File: src/rtl/audio_pkg.sv
// Shared types for the serial audio receiver: bus format selection and
// receiver FSM state encoding.
package audio_pkg;

  typedef enum logic [1:0] {
    MODE_I2S = 2'd0,
    MODE_LJ  = 2'd1,
    MODE_TDM = 2'd2
  } mode_t;

  typedef enum logic [2:0] {
    ST_IDLE      = 3'd0,
    ST_WAIT_SYNC = 3'd1,
    ST_SKIP      = 3'd2,
    ST_SHIFT     = 3'd3,
    ST_DONE      = 3'd4
  } state_t;

endpackage

File: src/rtl/audio_sample_fifo.sv
// Synchronous first-word-fall-through sample buffer; head is zero while empty.
module audio_sample_fifo #(
  parameter int WIDTH = 27,
  parameter int DEPTH = 16
) (
  input  logic             clk_i,
  input  logic             rst_ni,
  input  logic             push_i,
  input  logic [WIDTH-1:0] push_data_i,
  input  logic             pop_i,
  output logic [WIDTH-1:0] head_data_o,
  output logic             head_valid_o,
  output logic             full_o
);

  localparam int AW = $clog2(DEPTH);

  logic [WIDTH-1:0] mem_q [DEPTH];
  logic [AW-1:0]    wr_ptr_q, rd_ptr_q;
  logic [AW:0]      count_q;
  logic             do_push, do_pop;

  assign full_o       = (count_q == (AW+1)'(DEPTH));
  assign head_valid_o = (count_q != '0);
  assign do_pop       = pop_i & head_valid_o;
  // A full buffer still accepts a write when the head leaves in the same cycle.
  assign do_push      = push_i & (~full_o | do_pop);
  assign head_data_o  = head_valid_o ? mem_q[rd_ptr_q] : '0;

  always_ff @(posedge clk_i) begin
    if (!rst_ni) begin
      wr_ptr_q <= '0;
      rd_ptr_q <= '0;
      count_q  <= '0;
    end else begin
      if (do_push) wr_ptr_q <= wr_ptr_q + AW'(1);
      if (do_pop)  rd_ptr_q <= rd_ptr_q + AW'(1);
      case ({do_push, do_pop})
        2'b10:   count_q <= count_q + (AW+1)'(1);
        2'b01:   count_q <= count_q - (AW+1)'(1);
        default: count_q <= count_q;
      endcase
    end
  end

  always_ff @(posedge clk_i) begin
    if (do_push) mem_q[wr_ptr_q] <= push_data_i;
  end

endmodule

File: src/rtl/serial_audio_receiver.sv
// I2S / left-justified / TDM serial audio receiver. Bit clock is oversampled
// by clk; captured samples are queued with their channel index.
module serial_audio_receiver
  import audio_pkg::*;
#(
  parameter int NUM_CHANNELS = 8,
  parameter int SAMPLE_WIDTH = 24,
  parameter int SLOT_WIDTH   = 32,
  parameter int FIFO_DEPTH   = 16,
  localparam int CW          = (NUM_CHANNELS > 1) ? $clog2(NUM_CHANNELS) : 1
) (
  input  logic                    clk,
  input  logic                    reset,
  input  logic                    enable,
  input  mode_t                   mode,
  input  logic                    clear_errors,
  input  logic                    bck,
  input  logic                    lrck,
  input  logic                    sdata,
  output logic [SAMPLE_WIDTH-1:0] out_data,
  output logic [CW-1:0]           out_chan,
  output logic                    out_valid,
  input  logic                    out_ready,
  output logic                    overflow,
  output logic                    framing_error,
  output state_t                  dbg_state_o
);

  localparam int CNTW = $clog2(SLOT_WIDTH) + 1;
  localparam int FW   = CW + SAMPLE_WIDTH;

  logic bck_s1_q, bck_s2_q, bck_s3_q;
  logic lrck_s1_q, lrck_s2_q, lrck_last_q;
  logic sdata_s1_q, sdata_s2_q;
  state_t state_q, state_d;
  mode_t  mode_q;
  logic [CW-1:0]           chan_q;
  logic [CNTW-1:0]         bit_cnt_q;
  logic [SAMPLE_WIDTH-1:0] shift_q, shift_d;
  logic overflow_q, ferr_q;

  logic bck_rise, is_tdm, lrck_edge, sync_ev, slot_end, last_bit, chan_last;
  logic load_sync, shift_en, cnt_inc, next_slot, push, ferr_set, ovf_set;
  logic fifo_full;
  logic [FW-1:0] fifo_head;

  always_ff @(posedge clk) begin
    if (!reset) begin
      {bck_s1_q, bck_s2_q, bck_s3_q}       <= '0;
      {lrck_s1_q, lrck_s2_q, lrck_last_q}  <= '0;
      {sdata_s1_q, sdata_s2_q}             <= '0;
    end else begin
      {bck_s3_q, bck_s2_q, bck_s1_q} <= {bck_s2_q, bck_s1_q, bck};
      {lrck_s2_q, lrck_s1_q}         <= {lrck_s1_q, lrck};
      {sdata_s2_q, sdata_s1_q}       <= {sdata_s1_q, sdata};
      if (bck_rise) lrck_last_q <= lrck_s2_q;
    end
  end

  assign bck_rise  = bck_s2_q & ~bck_s3_q;
  assign is_tdm    = (mode_q == MODE_TDM);
  // TDM frames start on the rising frame-sync edge only; I2S/LJ slots on either edge.
  assign lrck_edge = is_tdm ? (lrck_s2_q & ~lrck_last_q) : (lrck_s2_q ^ lrck_last_q);
  assign sync_ev   = bck_rise & lrck_edge;
  assign slot_end  = is_tdm & (bit_cnt_q == CNTW'(SLOT_WIDTH - 1));
  assign last_bit  = (bit_cnt_q == CNTW'(SAMPLE_WIDTH - 1));
  assign chan_last = (chan_q == CW'(NUM_CHANNELS - 1));
  assign shift_d   = {shift_q[SAMPLE_WIDTH-2:0], sdata_s2_q};

  always_ff @(posedge clk) begin
    if (!reset) begin
      state_q <= ST_IDLE;
      mode_q  <= MODE_I2S;
    end else begin
      state_q <= state_d;
      if (state_q == ST_IDLE) mode_q <= mode;
    end
  end

  always_comb begin
    state_d = state_q;
    if (!enable) begin
      state_d = ST_IDLE;
    end else if (state_q == ST_IDLE) begin
      state_d = ST_WAIT_SYNC;
    end else if (sync_ev) begin
      state_d = (mode_q == MODE_LJ) ? ST_SHIFT : ST_SKIP;
    end else if (bck_rise) begin
      case (state_q)
        ST_SKIP: state_d = ST_SHIFT;
        ST_SHIFT, ST_DONE: begin
          if (slot_end)                               state_d = chan_last ? ST_WAIT_SYNC : ST_SHIFT;
          else if ((state_q == ST_SHIFT) && last_bit) state_d = ST_DONE;
        end
        default: state_d = state_q;
      endcase
    end
  end

  always_comb begin
    load_sync = 1'b0;
    shift_en  = 1'b0;
    cnt_inc   = 1'b0;
    next_slot = 1'b0;
    push      = 1'b0;
    ferr_set  = 1'b0;
    if (enable && (state_q != ST_IDLE)) begin
      if (sync_ev) begin
        load_sync = 1'b1;
        ferr_set  = (state_q == ST_SKIP) || (state_q == ST_SHIFT);
      end else if (bck_rise) begin
        if (state_q == ST_SHIFT) begin
          shift_en = 1'b1;
          push     = last_bit;
        end
        if ((state_q == ST_SHIFT) || (state_q == ST_DONE)) begin
          cnt_inc = 1'b1;
          if (slot_end) begin
            next_slot = 1'b1;
            ferr_set  = chan_last;
          end
        end
      end
    end
  end

  // bit_cnt counts bck rises since the slot's first data bit.
  always_ff @(posedge clk) begin
    if (!reset) begin
      chan_q    <= '0;
      bit_cnt_q <= '0;
      shift_q   <= '0;
    end else begin
      if (load_sync) begin
        chan_q    <= is_tdm ? '0 : CW'(lrck_s2_q);
        bit_cnt_q <= '0;
      end else if (next_slot) begin
        chan_q    <= chan_q + CW'(1);
        bit_cnt_q <= '0;
      end else if (cnt_inc) begin
        bit_cnt_q <= bit_cnt_q + CNTW'(1);
      end
      if (shift_en) shift_q <= shift_d;
    end
  end

  assign ovf_set = push & fifo_full & ~out_ready;

  always_ff @(posedge clk) begin
    if (!reset) begin
      overflow_q <= 1'b0;
      ferr_q     <= 1'b0;
    end else begin
      overflow_q <= ovf_set  | (overflow_q & ~clear_errors);
      ferr_q     <= ferr_set | (ferr_q & ~clear_errors);
    end
  end

  audio_sample_fifo #(
    .WIDTH (FW),
    .DEPTH (FIFO_DEPTH)
  ) u_fifo (
    .clk_i        (clk),
    .rst_ni       (reset),
    .push_i       (push),
    .push_data_i  ({chan_q, shift_d}),
    .pop_i        (out_ready),
    .head_data_o  (fifo_head),
    .head_valid_o (out_valid),
    .full_o       (fifo_full)
  );

  assign out_data      = fifo_head[SAMPLE_WIDTH-1:0];
  assign out_chan      = fifo_head[FW-1:SAMPLE_WIDTH];
  assign overflow      = overflow_q;
  assign framing_error = ferr_q;
  assign dbg_state_o   = state_q;

endmodule

File: config.mk
export PLATFORM = sky130hd
export DESIGN_NAME = serial_audio_receiver
export DESIGN_NICKNAME = d
export VERILOG_FILES = /design/src/rtl/audio_pkg.sv /design/src/rtl/audio_sample_fifo.sv /design/src/rtl/serial_audio_receiver.sv
export SDC_FILE = /design/constraint.sdc
export NUM_CORES = 1
export LEC_CHECK = 0
export CAP_MARGIN = 40
export CORE_ASPECT_RATIO = 0.6
export CORE_MARGIN = 4
export CORE_UTILIZATION = 52
export CTS_BUF_LIST = sky130_fd_sc_hd__clkbuf_16
export DETAILED_ROUTE_END_ITERATION = 10
export GPL_ROUTABILITY_DRIVEN = 0
export PLACE_DENSITY = 0.69
export SLEW_MARGIN = 20
export SYNTH_ARGS = -nofsm -noshare
export SYNTH_HDL_FRONTEND = slang
export SYNTH_HIERARCHICAL = 1
export SYNTH_SLANG_ARGS = --single-unit
File: constraint.sdc
create_clock -name clk -period 5.05 [get_ports clk]
set_clock_uncertainty 0.15 [all_clocks]
set_input_delay 1.515 -clock clk [delete_from_list [all_inputs] [get_ports clk]]
set_output_delay 1.515 -clock clk [all_outputs]
set_load 0.02 [all_outputs]
# [Word level (Yosys, flattened, before mapping)]
# Memory sizes are Yosys's and may differ from the RTL's. A register that Yosys moved wholly into a read port is not among the register bits.
# Index checks and enable logic that the tools add are counted.
[classes] addsub=6 n_mul=0 n_div=0 magnitude_cmp=0 n_eq_ne=13 shifts=0 n_mux=42 n_bitwise=21 reduce_logical=19
[ops] op="1-bit two-way mux" n=30
[ops] op="27-bit two-way mux" n=1
[ops] op="3-bit two-way mux" n=6
[ops] op="6-bit by 5-bit == test with 1-bit output (second input constant)" n=2
[ops] op="1-bit AND" n=10
[ops] op="5-bit case mux with 2 select lines" n=1
[ops] op="3-bit nonzero test" n=3
[ops] op="4-bit by 1-bit adder with 4-bit output (second input constant)" n=2
[ops] op="4-bit two-way mux" n=2
[ops] op="1-bit inverter" n=7
[ops] op="6-bit by 1-bit adder with 6-bit output (second input constant)" n=1
[ops] op="3-bit by 2-bit == test with 1-bit output (second input constant)" n=2
[ops] op="3-bit == test (second input constant)" n=2
[ops] op="3-bit case mux with 2 select lines" n=1
[ops] op="3-bit AND reduction" n=2
[ops] op="2-bit nonzero test" n=3
[ops] op="3-bit OR reduction" n=2
[ops] op="5-bit by 1-bit adder with 5-bit output (second input constant)" n=1
[ops] op="5-bit == test (second input constant)" n=1
[ops] op="5-bit != test (second input constant)" n=1
[ops] op="5-bit nonzero test" n=1
[ops] op="5-bit by 1-bit subtractor with 5-bit output (second input constant)" n=1
[ops] op="2-bit by 1-bit == test with 1-bit output (second input constant)" n=2
[ops] op="2-bit == test (second input constant)" n=2
[ops] op="other kinds (11)" n=15
[totals] register_bits=60 latch_bits=0 ramBits=432 rom_bits=0 out_inout_bits=33 n_memories=1
[memory_table] memory="u_fifo.mem_q" words=16 word_bits=27 read_ports=1 rd_clocked_by_memory_dff=1 write_ports=1 line_no="audio_sample_fifo.sv:18" source="logic [WIDTH-1:0] mem_q [DEPTH];"

# [Depth between registers and ports, before layout]
# Gate-level depths: netlist (run 1).
[logic_depth] depth_word=9 mapped_depth=13 depth_no_buf=12

# [By module]
# The synthesis (run 1) kept the hierarchy.
[modules_own_cells] module="audio_sample_fifo" instances=1 cells_per_inst=777 area_per_inst_um2=17279.1
[modules_own_cells] module="serial_audio_receiver" instances=1 cells_per_inst=237 area_per_inst_um2=2099.5

# [Worst setup path before layout (run 1)]
# Ideal clock, no wire load.
[synth_path] kind="input to register" from="input port enable" to="memory u_fifo.mem_q[0][0], enable pin" setup_ns=0.445 arrival_ns=4.422 required_ns=4.455 slack_ns=0.033 cell_stages=6 cell_sequence="and3_4 > buf_6 > and3_4 > a21boi_1 > nand2_1 > nor3_1"
[synth_between] elab_chain_len=5
[synth_lines] element="from (decl)" line_no="serial_audio_receiver.sv:14" source="input logic enable,"
[synth_lines] element="1-bit logical AND" line_no="serial_audio_receiver.sv:107" source="if (enable && (state_q != ST_IDLE)) begin"
[synth_lines] element="1-bit two-way mux" line_no="serial_audio_receiver.sv:107"
[synth_lines] element="net push" line_no="serial_audio_receiver.sv:43" source="logic load_sync, shift_en, cnt_inc, next_slot, push, ferr_set, ovf_set;"
[synth_lines] element="1-bit AND" line_no="audio_sample_fifo.sv:27" source="assign do_push = push_i & (~full_o | do_pop);"
[synth_lines] element="1-bit two-way mux" line_no="audio_sample_fifo.sv:47" source="if (do_push) mem_q[wr_ptr_q] <= push_data_i;"
[synth_lines] element="1-bit two-way mux (implied by the code)" line_no="audio_sample_fifo.sv:47"
[synth_lines] element="to (decl)" line_no="audio_sample_fifo.sv:18"
# The timed path passes the listed nets, and every way through them passes these cells.

# [Final worst setup path (run 1)]
[layout_path] from="register u_fifo.count_q[0]" to="output port out_data[18]"
[layout_between] elab_chain_len=2
[layout_lines] element="from (decl)" line_no="audio_sample_fifo.sv:20" source="logic [AW:0] count_q;"
[layout_lines] element="from (signal assigned)" line_no="audio_sample_fifo.sv:39" source="2'b10: count_q <= count_q + (AW+1)'(1);"
[layout_lines] element="from (signal assigned)" line_no="audio_sample_fifo.sv:40" source="2'b01: count_q <= count_q - (AW+1)'(1);"
[layout_lines] element="from (signal assigned)" line_no="audio_sample_fifo.sv:41" source="default: count_q <= count_q;"
[layout_lines] element="5-bit nonzero test" line_no="audio_sample_fifo.sv:24" source="assign head_valid_o = (count_q != '0);"
[layout_lines] element="27-bit two-way mux" line_no="audio_sample_fifo.sv:28" source="assign head_data_o = head_valid_o ? mem_q[rd_ptr_q] : '0;"
[layout_lines] element="to (decl)" line_no="serial_audio_receiver.sv:20" source="output logic [SAMPLE_WIDTH-1:0] out_data,"
# No other way between the ends.

==> results.toml, run 1 <==
[outcome]
outcome = "completed"

[global_route]
antenna_found_initial = 0
grt_pass1_wl_mm = 62.5
grt_util_all_layers = 0.206
grt_max_degree = 46
grt_pass1_vias = 9714
grt_overflow = 0

[cells_and_area]
fin_nets = 1112
area_growth_pct = 14.8
n_antenna_cell = 0
fin_util = 0.609
drive_gt1_frac = 0.213

[route]
wl_per_cell_um = 25.2
drcViolationCount = 0
vias = 9793
via_per_inst = 6.02
wirelength_mm = 41.0
drt-initial-drc-count = 929
ant_nets = 0
drtPass1Iterations = 5

[floorplanning]
io_pins = 43
coreArea_um2 = 36600
initial_utilization = 0.530
die_h_um = 158
fp.dieArea_um2 = 40500
rows = 54
die_w_um = 257

[power]
vdd_ir_drop_max_mv = 0.244
powerDensity_nw_per_um2 = 351
power_leakage_nw = 7.94

[yosys]
syn_nets = 1037
ys_seq_elements = 496
synth-edff-count = 432
synth.distinct_cells = 60
netlist_area_um2 = 19400
ys_seq_area_frac = 0.736
synth_area_per_cell_um2 = 19.1
synth-main-ff-cell = "edfxtp_1"
synth_cells = 1014
synthArstFlopShare = 0
yosys_warnings = 6

[clock_network]
cts_hold_buf = 0
post_cts_resized = 0
cts_root_buf = "clkbuf_16"
clk_latency_ns = 0.55
cts_sinks = 496
cts_buffers = 45
cts_htree_levels = 2
cts_buffer_depth = 3
cts_tree = "done"
cts_setup_buffers = 0
path_clk_slew_ns = 0.06

[worst_setup_path]
worstPathArrival_ns = 3.25
crit_family = "simple AND/OR/NAND/NOR gates"
worstSetupStartpointType = "register"
required_ns = 3.39
worstPathMaxFanout = 15
crit_buf_inv = 2
cpMaxStageDelayCell = "or4_4"
path_class = "reg2out"
worstPathCellList = "or4_4 > o21ai_0 > nor2_4 > buf_16 > a221o_1 > clkdlybuf4s50_1"
slowest_delay_ns = 0.61
cp-end-kind = "output port"

[timing]
timing.final.crit_share = 0.972
fin_hold_ws_ns = 0.285
hold_violations = 0
drv_slew = 0
rsz0062_at_grt = "no"
fin_crit_ns = 4.91
worst_slack_ns = 0.140
finalSetupViolations = 0
clock.fmax_mhz = 204
tightest_slew_ns = 0.906
fin_setup_tns_ns = 0
slew_headroom = 0.395

[placement]
detailed_place_hpwl_mm = 24.9
dp_slack_ns = 0.458
numPortBuffers = 42

[min_path]
hold_path.class = "reg2reg"

[flow_run]
max-cap-violations = 0
## routing by layer
layer  track usage  share of wire  vias to the layer above  wire length (um)
li1              -              -                     4234                 -
met4        0.0451          0.016                        0               657
met5             0              0                        -                 0
met2         0.297           0.43                      379             17700
met1         0.327           0.47                     5134             19100
met3        0.0470          0.084                       46              3460
## cell type report
type                    instances  area (um^2)
clock buffers                  47         1180
clock inverters                35          282
fillers                      2551        14300
inverters                       8         30.0
multi-input cells             460         4990
flip-flops and latches        496        14300
well taps                     504          631
repair buffers                 78          881
## synthesized netlist by cell type, drive strengths merged (3+ instances only)
library cell  instances  area [um^2]
nor2                 34          128
a221o                27          270
xor2                  7         61.3
a21oi                13         68.8
nor2b                34          213
and3                  3         28.8
nand3                10         67.6
nand4                 4         40.0
nand2b                8         50.1
nor3                 12         70.1
or3                   3         18.8
nand2                69          262
mux4                108         2430
mux2i                39          390
dfxtp                64         1280
edfxtp              432        13000
xnor2                 3         26.3
ha                   12          150
o21a                  4         30.0
and2                  7         43.8
a21boi               25          188
inv                   7         26.3
buf                  28          150
clkbuf               22         82.6
o21ai                11         55.1
## path summary, 6_finish.rpt
check | startpoint | endpoint | slack, ns | cells after the start
min reg2reg | bck_s1_q$_SDFF_PN0_ | bck_s2_q$_SDFF_PN0_ | 0.29 | 1
min | bck_s1_q$_SDFF_PN0_ | bck_s2_q$_SDFF_PN0_ | 0.29 | 1
max reg2reg | dbg_state_o[1]$_SDFFE_PP0P_ | u_fifo/mem_q[12][3]$_DFFE_PP_ | 1.20 | 7
max | u_fifo/count_q[0]$_SDFFE_PN0P_ | out_data[18] | 0.14 | 6
## per-stage QoR
stage               instances  area [um^2]  total power, mW
finish                   1628        22300             7.80
global route             1628        22300             8.06
CTS                      1628        22300             7.88
detailed placement       1546        20800             4.54
global placement         1545        20800             4.54
floorplan                1014        19400             4.52
## layout by cell type, fill, tap and decap left out, types with 3 or more instances in the layout
master	instances
a21boi_1	24
a21oi_1	11
a221o_1	27
and2_1	7
buf_12	14
buf_4	21
bufinv_16	5
clkbuf_16	47
clkdlybuf4s50_1	41
clkinv_1	13
clkinvlp_4	3
dfxtp_1	61
edfxtp_1	432
ha_1	12
inv_1	19
mux2i_1	39
mux4_2	108
nand2_1	68
nand2b_1	8
nand3_1	8
nand4_1	3
nor2_1	21
nor2_4	13
nor2b_1	34
nor3_1	6
nor3_2	5
o21a_1	4
o21ai_0	7
o21ai_1	4
or3_1	3
xnor2_1	3
xor2_1	7
## worst reg2reg max path: cells and delay by family (launching register included)
| kind | cells | cell delay (ns) |
|---|---|---|
| and+or+nand+nor | 5 | 2.23 |
| AOI/OAI and AO/OA | 1 | 0.44 |
| buffers and inverters | 1 | 0.24 |
| DFF | 1 | 0.48 |
## flip-flops by register name (all words and copies together) (netlist names), 2 cells and up, named ones only
signal	flops
u_fifo/rd_ptr_q	4
dbg_state_o	3
u_fifo/mem_q	432
u_fifo/wr_ptr_q	4
bit_cnt_q	6
mode_q	2
u_fifo/count_q	5
shift_q	23
chan_q	3
## report_power, final
group | internal, mW | switching (mW)
Combinational | 0.0236 | 0.0316
Clock | 1.93 | 1.42
Sequential | 4.39 | 0.00610
## cell families after synthesis
kind of cell	after synthesis	synth area share
buffers and inverters	58	0.0136
DFF	496	0.736
and+or+nand+nor	193	0.0523
xor gates and xnor gates	10	0.00452
AOI/OAI and AO/OA	97	0.0396
adders and majority gates	13	0.00878
muxes	147	0.146
(Power assumes the default switching activity.)
==> inputs of run 2 (changes only) <==
--- a/config.mk
+++ b/config.mk
@@ -5,16 +5,17 @@
 export SDC_FILE = /design/constraint.sdc
 export NUM_CORES = 1
 export LEC_CHECK = 0
+export ABC_AREA = 1
 export CAP_MARGIN = 40
 export CORE_ASPECT_RATIO = 0.6
 export CORE_MARGIN = 4
 export CORE_UTILIZATION = 52
 export CTS_BUF_LIST = sky130_fd_sc_hd__clkbuf_16
+export CTS_CLUSTER_SIZE = 30
 export DETAILED_ROUTE_END_ITERATION = 10
 export GPL_ROUTABILITY_DRIVEN = 0
 export PLACE_DENSITY = 0.69
 export SLEW_MARGIN = 20
 export SYNTH_ARGS = -nofsm -noshare
 export SYNTH_HDL_FRONTEND = slang
-export SYNTH_HIERARCHICAL = 1
 export SYNTH_SLANG_ARGS = --single-unit
==> run 2 against run 1 <==
Net effect: critical path depth is 3 higher; cell count increased by 48%; wire length increased by 26%; design area rose by 2.8%; via count rose by 41%; global-route usage up 3.3 points; register-to-register slack better by 0.97 ns; flip-flop and latch count is the same; critical path type unchanged; area after synthesis up 4.7%; clock power decreased by 4%; first-iteration DRC count rose by 88%.
==> results.toml, run 2 <==
[min_path]
hold_path.class = "reg2reg"

[timing]
clock.fmax_mhz = 207
rsz0062_at_grt = "no"
tightest_slew_ns = 0.760
drv_slew = 0
hold_violations = 0
fin_crit_ns = 4.82
slew_headroom = 0.492
fin_setup_tns_ns = 0
finalSetupViolations = 0
timing.final.crit_share = 0.955
worst_slack_ns = 0.226

[yosys]
muxShareOfSynthArea = 0
synth.area.top_cells = "edfxtp_1 64%, nand2_1 10%, dfxtp_1 6.3%"
synth-main-ff-cell = "edfxtp_1"
synth_top_family_by_area = "simple AND/OR/NAND/NOR gates"
synth_area_per_cell_um2 = 11.1
syn_nets = 1846
synthArstFlopShare = 0
ys_seq_elements = 496
synthAdderAreaFrac = 0.00740
synth_cells = 1824
synthXorXnorAreaFrac = 0.00475
yosysMostFrequentCell = "nand2_1"
synth_top_area_share = 0.639
yosys_warnings = 0
synth-compound-area-share = 0.0534
synthSimpleGateAreaFrac = 0.198
synth_top_area_cell = "edfxtp_1"
synth-edff-count = 432
synth.distinct_cells = 32
netlist_area_um2 = 20300
yosys-top-cells-count = "545 x nand2_1, 432 x edfxtp_1, 235 x nand3_1"
ys_seq_area_frac = 0.702

[placement]
numPortBuffers = 42
dp.cells = 2324
detailed_place_hpwl_mm = 27.1
dp_slack_ns = 0.735

[global_route]
grt_max_degree = 117
grt_overflow = 0
grt_pass1_vias = 13000
grt_pass1_wl_mm = 78.1
antenna_found_initial = 2
grt_util_all_layers = 0.239

[clock_network]
cts_buffer_depth = 3
cts_htree_levels = 2
path_clk_slew_ns = 0.07
cts_root_buf = "clkbuf_16"
cts_tree = "done"
cts_hold_buf = 0
clk_latency_ns = 0.56
cts_sinks = 496
cts_buffers = 46

[cells_and_area]
final_cells = 2410
multiInputGateArea_um2 = 5460
area_growth_pct = 12.8
top_register = "u_fifo.mem_q"
seq_area_um2 = 14300
largest_reg_flops = 432
fill_cells = 2982
fin_nets = 1882
reg_top3 = "u_fifo.mem_q (432), shift_q (23), bit_cnt_q (6)"
final_common_cell = "nand2_1"
n_antenna_cell = 0
drive_gt1_frac = 0.0843
final_cell_mix = "545 x nand2_1, 432 x edfxtp_1, 235 x nand3_1"

[route]
wirelength_mm = 51.8
wl_per_cell_um = 21.5
drt-initial-drc-count = 1744
ant_nets = 0
vias = 13800
via_per_inst = 5.72
drtPass1Iterations = 7
drcViolationCount = 0

[power]
vdd_ir_drop_max_mv = 0.461
p_comb_frac = 0.332
seqPwrFrac = 0.391
powerDensity_nw_per_um2 = 507
p_sw_frac = 0.357
power_leakage_nw = 8.03
finalPower_mw = 11.6
internal_power_mw = 7.46
pwr-share-clk = 0.277
p_sw_mw = 4.15

[floorplanning]
coreArea_um2 = 38100
rows = 55
initial_utilization = 0.532
io_pins = 43
die_h_um = 161
die_w_um = 263
fp.dieArea_um2 = 42300

[worst_setup_path]
worstPathMaxFanout = 24
cp-end-kind = "output port"
required_ns = 3.39
path_class = "reg2out"
worstPathArrival_ns = 3.16
worstSetupStartpointType = "register"

[outcome]
outcome = "completed"

[flow_run]
max-cap-violations = 0
==> run 2: cell count changes after synthesis, moves of 26 or more <==
cell / change
nand2_1: +477
nand3_1: +227
nor2_1: +111
mux4_2: -108
a21oi_1: +88
mux2i_1: -39
inv_1: +37
nor2b_1: -34
buf_2: +31
o21ai_0: +29
a221o_1: -27
o31ai_1: +26
==> run 2: cell families after synthesis <==
logic type,after synthesis
AOI/OAI and AO/OA,197
xor gates and xnor gates,11
adders and majority gates,12
buffers and inverters,158
DFF,496
and+or+nand+nor,950
==> run 2: layout make-up <==
class,instances,share of cell area
Sequential cell,496,0.623
Multi-Input combinational cell,1170,0.239
Clock inverter,38,0.00886
Clock buffer,47,0.0514
Tap cell,513,0.0280
Timing Repair Buffer,86,0.0397
Inverter,60,0.0101
==> run 2: timing repair <==
item / CTS / global route
gates resized for setup: 0 / 1
setup buffers: 0 / 0
setup endpoints to repair: 0 / 1
==> run 2: metrics by stage <==
| stage | cell area (um^2) | hold WS, ns | utilization |
|---|---|---|---|
| after floorplan | 20300 | 0.240 | - |
| after global placement | 21500 | 0.244 | 0.563 |
| after detailed placement | 21500 | 0.252 | 0.563 |
| after CTS | 22900 | 0.269 | 0.599 |
| after global routing | 22900 | 0.286 | 0.600 |
| final | 22900 | 0.266 | 0.600 |
==> run 2: worst max-delay path: stages, from the launching register on <==
cell	delay, ns
dfxtp_4	0.47
inv_6	0.24
buf_4	0.31
nand2_1	0.09
nand3_1	0.08
nand2_1	0.07
a21oi_1	0.16
o31ai_1	0.10
a21oi_1	0.37
clkdlybuf4s50_1	0.70
==> run 2: final timing paths <==
check | startpoint | to | slack [ns] | depth (start not counted)
max | register | out_data[16] | 0.23 | 9
min | lrck_s1_q$_SDFF_PN0_ | lrck_s2_q$_SDFF_PN0_ | 0.27 | 2
max reg2reg | bit_cnt_q[0]$_SDFFE_PP0P_ | u_fifo.mem_q[13][24]$_DFFE_PP_ | 2.17 | 8
min reg2reg | lrck_s1_q$_SDFF_PN0_ | lrck_s2_q$_SDFF_PN0_ | 0.27 | 2
==> run 2: layer usage <==
metal	vias up	share of wire	GRT usage
met5	-	0.00025	0
met4	2	0.020	0.0596
met3	85	0.090	0.0461
met2	576	0.45	0.371
met1	6737	0.44	0.354
li1	6383	-	-
==> run 2: power groups by stage <==
stage               sequential [mW]  combinational (mW)  clock (mW)
finish                         4.54                3.85        3.21
global route                   4.55                4.20        3.42
CTS                            4.53                3.83        3.25
detailed placement             4.62                3.81           0
global placement               4.62                3.77           0
floorplan                      4.55                2.37           0
==> inputs of run 3 (changes only) <==
==> constraint.sdc (replaced) <==
create_clock -name clk -period 4.15 [get_ports clk]
set_clock_uncertainty 0.15 [all_clocks]
set_input_delay 1.245 -clock clk [delete_from_list [all_inputs] [get_ports clk]]
set_output_delay 1.245 -clock clk [all_outputs]
set_load 0.02 [all_outputs]
==> run 3 against run 2 <==
Net effect: design area increased by 0.82%; flip-flop and latch count unchanged; via count decreased by 0.23%; wire length decreased by 2.7%; sequential power increased by 20%; critical endpoint is now out_data[3]; highest routed layer unchanged.
==> results.toml, run 3 (synthesis gave the netlist of run 2 again) <==
[global_route]
grt_max_degree = 94
grt_pass1_vias = 12900
grt_util_all_layers = 0.235
grt_pass1_wl_mm = 77.6
grt_overflow = 0
antenna_found_initial = 1

[clock_network]
cts_hold_buf = 0
cts_htree_levels = 2
cts_root_buf = "clkbuf_16"
cts_buffer_depth = 3
clk_latency_ns = 0.56
cts_sinks = 496
path_clk_slew_ns = 0.06
cts_buffers = 44
cts_tree = "done"

[cells_and_area]
largest_reg_flops = 432
top_register = "u_fifo.mem_q"
drive_gt1_frac = 0.0982
reg_top3 = "u_fifo.mem_q (432), shift_q (23), bit_cnt_q (6)"
area_growth_pct = 13.7
final_common_cell = "nand2_1"
fill_cells = 3042
fin_nets = 1892
n_antenna_cell = 0
final_cell_mix = "545 x nand2_1, 432 x edfxtp_1, 235 x nand3_1"

[worst_setup_path]
worstPathArrival_ns = 2.63
crit_family = "buffers and inverters"
slowest_delay_ns = 0.44
path_class = "reg2out"
worstSetupStartpointType = "register"
cp-end-kind = "output port"
worstPathMaxFanout = 93
crit_buf_inv = 2
worstPathCellList = "buf_16 > nand2_1 > nand3_1 > nand2_1 > a21oi_1 > o31ai_2 > a21oi_1 > dlygate4sd2_1"
required_ns = 2.75
cpMaxStageDelayCell = "dfxtp_4"

[placement]
numPortBuffers = 42
detailed_place_hpwl_mm = 28.2

[floorplanning]
coreArea_um2 = 38100
rows = 55
io_pins = 43
initial_utilization = 0.532
die_h_um = 161
die_w_um = 263
fp.dieArea_um2 = 42300

[power]
finalPower_mw = 14.1
power_leakage_nw = 8.17
vdd_ir_drop_max_mv = 0.595
powerDensity_nw_per_um2 = 611

[route]
wl_per_cell_um = 20.8
drt-initial-drc-count = 1719
drtPass1Iterations = 5
wirelength_mm = 50.4
drcViolationCount = 0
via_per_inst = 5.69
ant_nets = 0
vias = 13800

[timing]
hold_violations = 0
fin_setup_tns_ns = 0
drv_slew = 0
rsz0062_at_grt = "no"
tightest_slew_ns = 0.783
clock.fmax_mhz = 248
finalSetupViolations = 0
slew_headroom = 0.477
timing.final.crit_share = 0.970
fin_crit_ns = 4.03

[min_path]
hold_path.class = "reg2reg"

[outcome]
outcome = "completed"

[flow_run]
max-cap-violations = 0
==> run 3: cell types whose count changed in the layout (fill, tap and decap cells not counted), moves of 3 or more <==
cell / delta
buf_4: +3
clkinv_1: -7
clkbuf_16: -3
clkinvlp_4: +4
dlygate4sd2_1: +20
o31ai_1: -3
buf_12: +7
dlymetal6s2s_1: +3
clkdlybuf4s50_1: -26
a21oi_2: +4
a21oi_1: -4
clkinv_2: +4
==> run 3: worst reg2reg max path: cells and delay by family (launching register included) <==
family                   cells  cell delay [ns]
flip-flops                   1             0.39
adder cells (fa/ha/maj)      1             0.24
buffers and inverters        2             0.39
AND/OR/NAND/NOR              5             1.29
==> run 3: final timing paths <==
path                                                 from                             to  slack, ns  cells after the start
worst max-delay path                             register                    out_data[3]       0.12                      8
worst min-delay path                 lrck_s1_q$_SDFF_PN0_           lrck_s2_q$_SDFF_PN0_       0.27                      2
worst max register to register  bit_cnt_q[0]$_SDFFE_PP0P_  u_fifo.mem_q[14][8]$_DFFE_PP_       1.38                      8
worst min register to register       lrck_s1_q$_SDFF_PN0_           lrck_s2_q$_SDFF_PN0_       0.27                      2
==> run 3: metal layers <==
| layer | vias to the layer above | GRT usage | part of all wire |
|---|---|---|---|
| li1 | 6400 | - | - |
| met3 | 60 | 0.0361 | 0.083 |
| met2 | 603 | 0.362 | 0.45 |
| met4 | 2 | 0.0432 | 0.012 |
| met1 | 6686 | 0.361 | 0.45 |
| met5 | - | 0 | 0.00014 |
==> run 3: final cells by class <==
class                      count  area [um^2]  share of cell area
multi-input combinational   1170         5500               0.238
inverter                      60          239              0.0104
tap                          513          642              0.0278
clock inverter                36          229             0.00992
timing repair buffer          98         1070              0.0465
clock buffer                  45         1130              0.0488
sequential                   496        14300               0.618
==> run 3: where the power goes <==
group | leakage [nW] | internal, mW | total (mW) | switching, mW
combinational | 3.90 | 1.50 | 4.73 | 3.23
sequential | 3.58 | 5.39 | 5.47 | 0.0786
clock | 0.685 | 2.10 | 3.88 | 1.78
==> run 3: stage by stage <==
step	instances	hold WS, ns	util	area [um^2]	worst slack [ns]
after floorplan	1824	0.240	-	20300	0.616
after global placement	2332	0.250	0.567	21600	0.337
after detailed placement	2332	0.252	0.567	21600	0.332
after CTS	2413	0.269	0.603	23000	0.0276
after global routing	2418	0.281	0.605	23100	0.00777
final	2418	0.265	0.605	23100	0.125
==> run 3: what timing repair did <==
action / 4_1_cts / 5_1_grt
pin swaps: 0 / 1
cloned: 0 / 0
setup buffers: 0 / 5
gates resized for setup: 34 / 12
setup endpoints to repair: 26 / 7
==> RTL edit, RTL diff (settings of run 1) <==
Register the input `mode` before use, without a reset. The logic sees it one clock later. The other inputs are not delayed to match.
--- a/src/rtl/serial_audio_receiver.sv
+++ b/src/rtl/serial_audio_receiver.sv
@@ -30,2 +30,8 @@
   localparam int FW   = CW + SAMPLE_WIDTH;
+
+  mode_t mode_r;
+
+  always_ff @(posedge clk) begin
+    mode_r <= mode;
+  end
 
@@ -75,3 +81,3 @@
       state_q <= state_d;
-      if (state_q == ST_IDLE) mode_q <= mode;
+      if (state_q == ST_IDLE) mode_q <= mode_r;
     end
Behaviour: not the same (a bounded check fails within 4 cycles, from zero or initial values and one cycle with reset low).
==> RTL edit against run 1 <==
- non-clock buffer count rose by 11
- sequential power barely moved
- cell area rose by 1.3%
- sequential cell count rose by 2
- setup slack improved by 0.0017 ns
- synthesized cell count rose by 1.4%
- register-to-register slack improved by 0.29 ns
- clock power rose by 5%
- first-iteration DRC count rose by 8.8%
- power rose by 2.4%
- core utilization rose by 0.47 points
- wire length rose by 3.2%
- critical path depth did not move
- synthesized area rose by 1.1%
- critical path type unchanged
- critical endpoint is now out_data[9]
==> RTL edit: results (changes against run 1) <==
Yosys
  • Most used flip-flop cell after synthesis: sky130_fd_sc_hd__edfxtp_1 (unchanged)
  • Sequential area share after synthesis: 72.95% (was 73.55%)
  • Post-synth top cells: sky130_fd_sc_hd__edfxtp_1, sky130_fd_sc_hd__mux4_2, sky130_fd_sc_hd__dfxtp_1, sky130_fd_sc_hd__a21oi_1, sky130_fd_sc_hd__mux2i_1 (was sky130_fd_sc_hd__edfxtp_1, sky130_fd_sc_hd__mux4_2, sky130_fd_sc_hd__nand2_1, sky130_fd_sc_hd__dfxtp_1, sky130_fd_sc_hd__mux2i_1)
  • Synth Instances: 1028 (was 1014)
  • Dominant cells by area after synthesis: sky130_fd_sc_hd__edfxtp_1, sky130_fd_sc_hd__mux4_2, sky130_fd_sc_hd__dfxtp_1 (unchanged)
  • Distinct cell type count of the synthesized netlist: 62 (was 60)

Cells and area
  • Top Registers: u_fifo/mem_q (432), shift_q (23), bit_cnt_q (6) (unchanged)
  • Share of post-route cells with drive strength above 1: 22.54% (was 21.26%)
  • Final layout net count: 1123 (was 1112)

Critical path
  • FF-to-FF setup slack: 1.49 ns (was 1.20 ns)
  • Critical path peak fanout: 10 (was 15)
  • Critical path data arrival time: 3.24 ns (was 3.25 ns)

Global routing
  • Tot GR Track Use: 21.10% (was 20.64%)
  • Met3 demand-to-capacity share in global routing: 3.688% (was 4.695%)
  • Maximum number of pins on one net before global-route repair: 41 (was 46)
  • Wire length of the first global-routing pass: 64.72 mm (was 62.49 mm)
  • Met1 track demand over resource: 33.14% (was 32.66%)

Power and ir drop
  • Max rail drop VDD: 0.2776 mV (was 0.2441 mV)
  • Pleak: 7.777 nW (was 7.937 nW)

Clock network
  • Post-CTS setup repair buffer count: 0 (unchanged)
  • Number of buffers on the longest clock path: 3 (unchanged)

Floorplanning
  • Initial Utilization: 53.31% (was 53.02%)

Placed design
  • HPWL reported at the end of detailed placement: 24.91 mm (was 24.93 mm)
  • Placement Setup Slack: 0.4291 ns (was 0.4584 ns)

Status
  • Status: finished clean (unchanged)

Drt
  • Wire length after detailed routing: 42.28 mm (was 40.96 mm)
  • Average wire length per cell after detail routing: 25.76 um (was 25.16 um)
  • Starting DRT DRC Count: 1011 (was 929)
  • Via-per-instance ratio: 6.206 (was 6.015)

Timing
  • Post-route setup slack: 0.1414 ns (was 0.1397 ns)
  • Headroom to the max-slew limit: 53.87% (was 39.52%)
  • Worst Hold Slack: 0.2767 ns (was 0.2854 ns)
-- RTL edit: per-stage QoR --
| stage | utilization (%) | cell area, sq um |
|---|---|---|
| global placement | 57.17 | 21010 |
| global route | 61.34 | 22540 |
| floorplan | - | 19610 |
| CTS | 61.34 | 22540 |
| detailed placement | 57.19 | 21020 |
| finish | 61.34 | 22550 |
-- RTL edit: logic make-up (layout without fill, tap and decap cells) --
group                      Yosys count  count (layout)  synth area share [%]
DFF                                498             498                 72.95
other                                0               1                     0
xor gates and xnor gates             6               6                0.2682
adders and majority gates           13              13                0.8684
and+or+nand+nor                    157             157                 4.712
muxes                              145             145                 14.33
buffers and inverters               72             180                 1.698
AOI/OAI and AO/OA                  137             137                 5.179
-- RTL edit: worst max-delay path, cell delays in order, from the launching register on --
cell	delay, ns
sky130_fd_sc_hd__dfxtp_1	0.39
sky130_fd_sc_hd__or4_4	0.61
sky130_fd_sc_hd__o21ai_0	0.33
sky130_fd_sc_hd__nor2_4	0.17
sky130_fd_sc_hd__buf_4	0.25
sky130_fd_sc_hd__a221o_1	0.37
sky130_fd_sc_hd__clkdlybuf4s50_1	0.56
-- RTL edit: cell type report --
class | instances | area, sq um
fill | 2655 | 14210
timing repair buffer | 89 | 935.9
tap | 504 | 630.6
antenna | 1 | 2.502
sequential | 498 | 14300
multi-input combinational | 458 | 5121
clock inverter | 38 | 397.9
inverter | 8 | 30.03
clock buffer | 45 | 1126
-- RTL edit: final timing paths --
| kind | from | depth (start not counted) | end |
|---|---|---|---|
| worst max-delay path | u_fifo/count_q[0] | 6 | out_data[9] |
| worst min-delay path | bck_s1_q | 1 | bck_s2_q |
| worst max register to register | dbg_state_o[1] | 9 | u_fifo/mem_q[0][4] |
| worst min register to register | bck_s1_q | 1 | bck_s2_q |
-- RTL edit: power by group --
group          switching [W]  total (W)  internal (W)
Sequential        0.00000636    0.00441       0.00441
Clock                0.00151    0.00351       0.00201
Combinational      0.0000421  0.0000656     0.0000235
-- RTL edit: metal layers --
| layer | share of wire, % | wire length, um |
|---|---|---|
| met1 | 46 | 19550 |
| met2 | 45 | 18860 |
| met3 | 7.4 | 3117 |
| met5 | 0 | 0 |
| met4 | 1.8 | 753 |
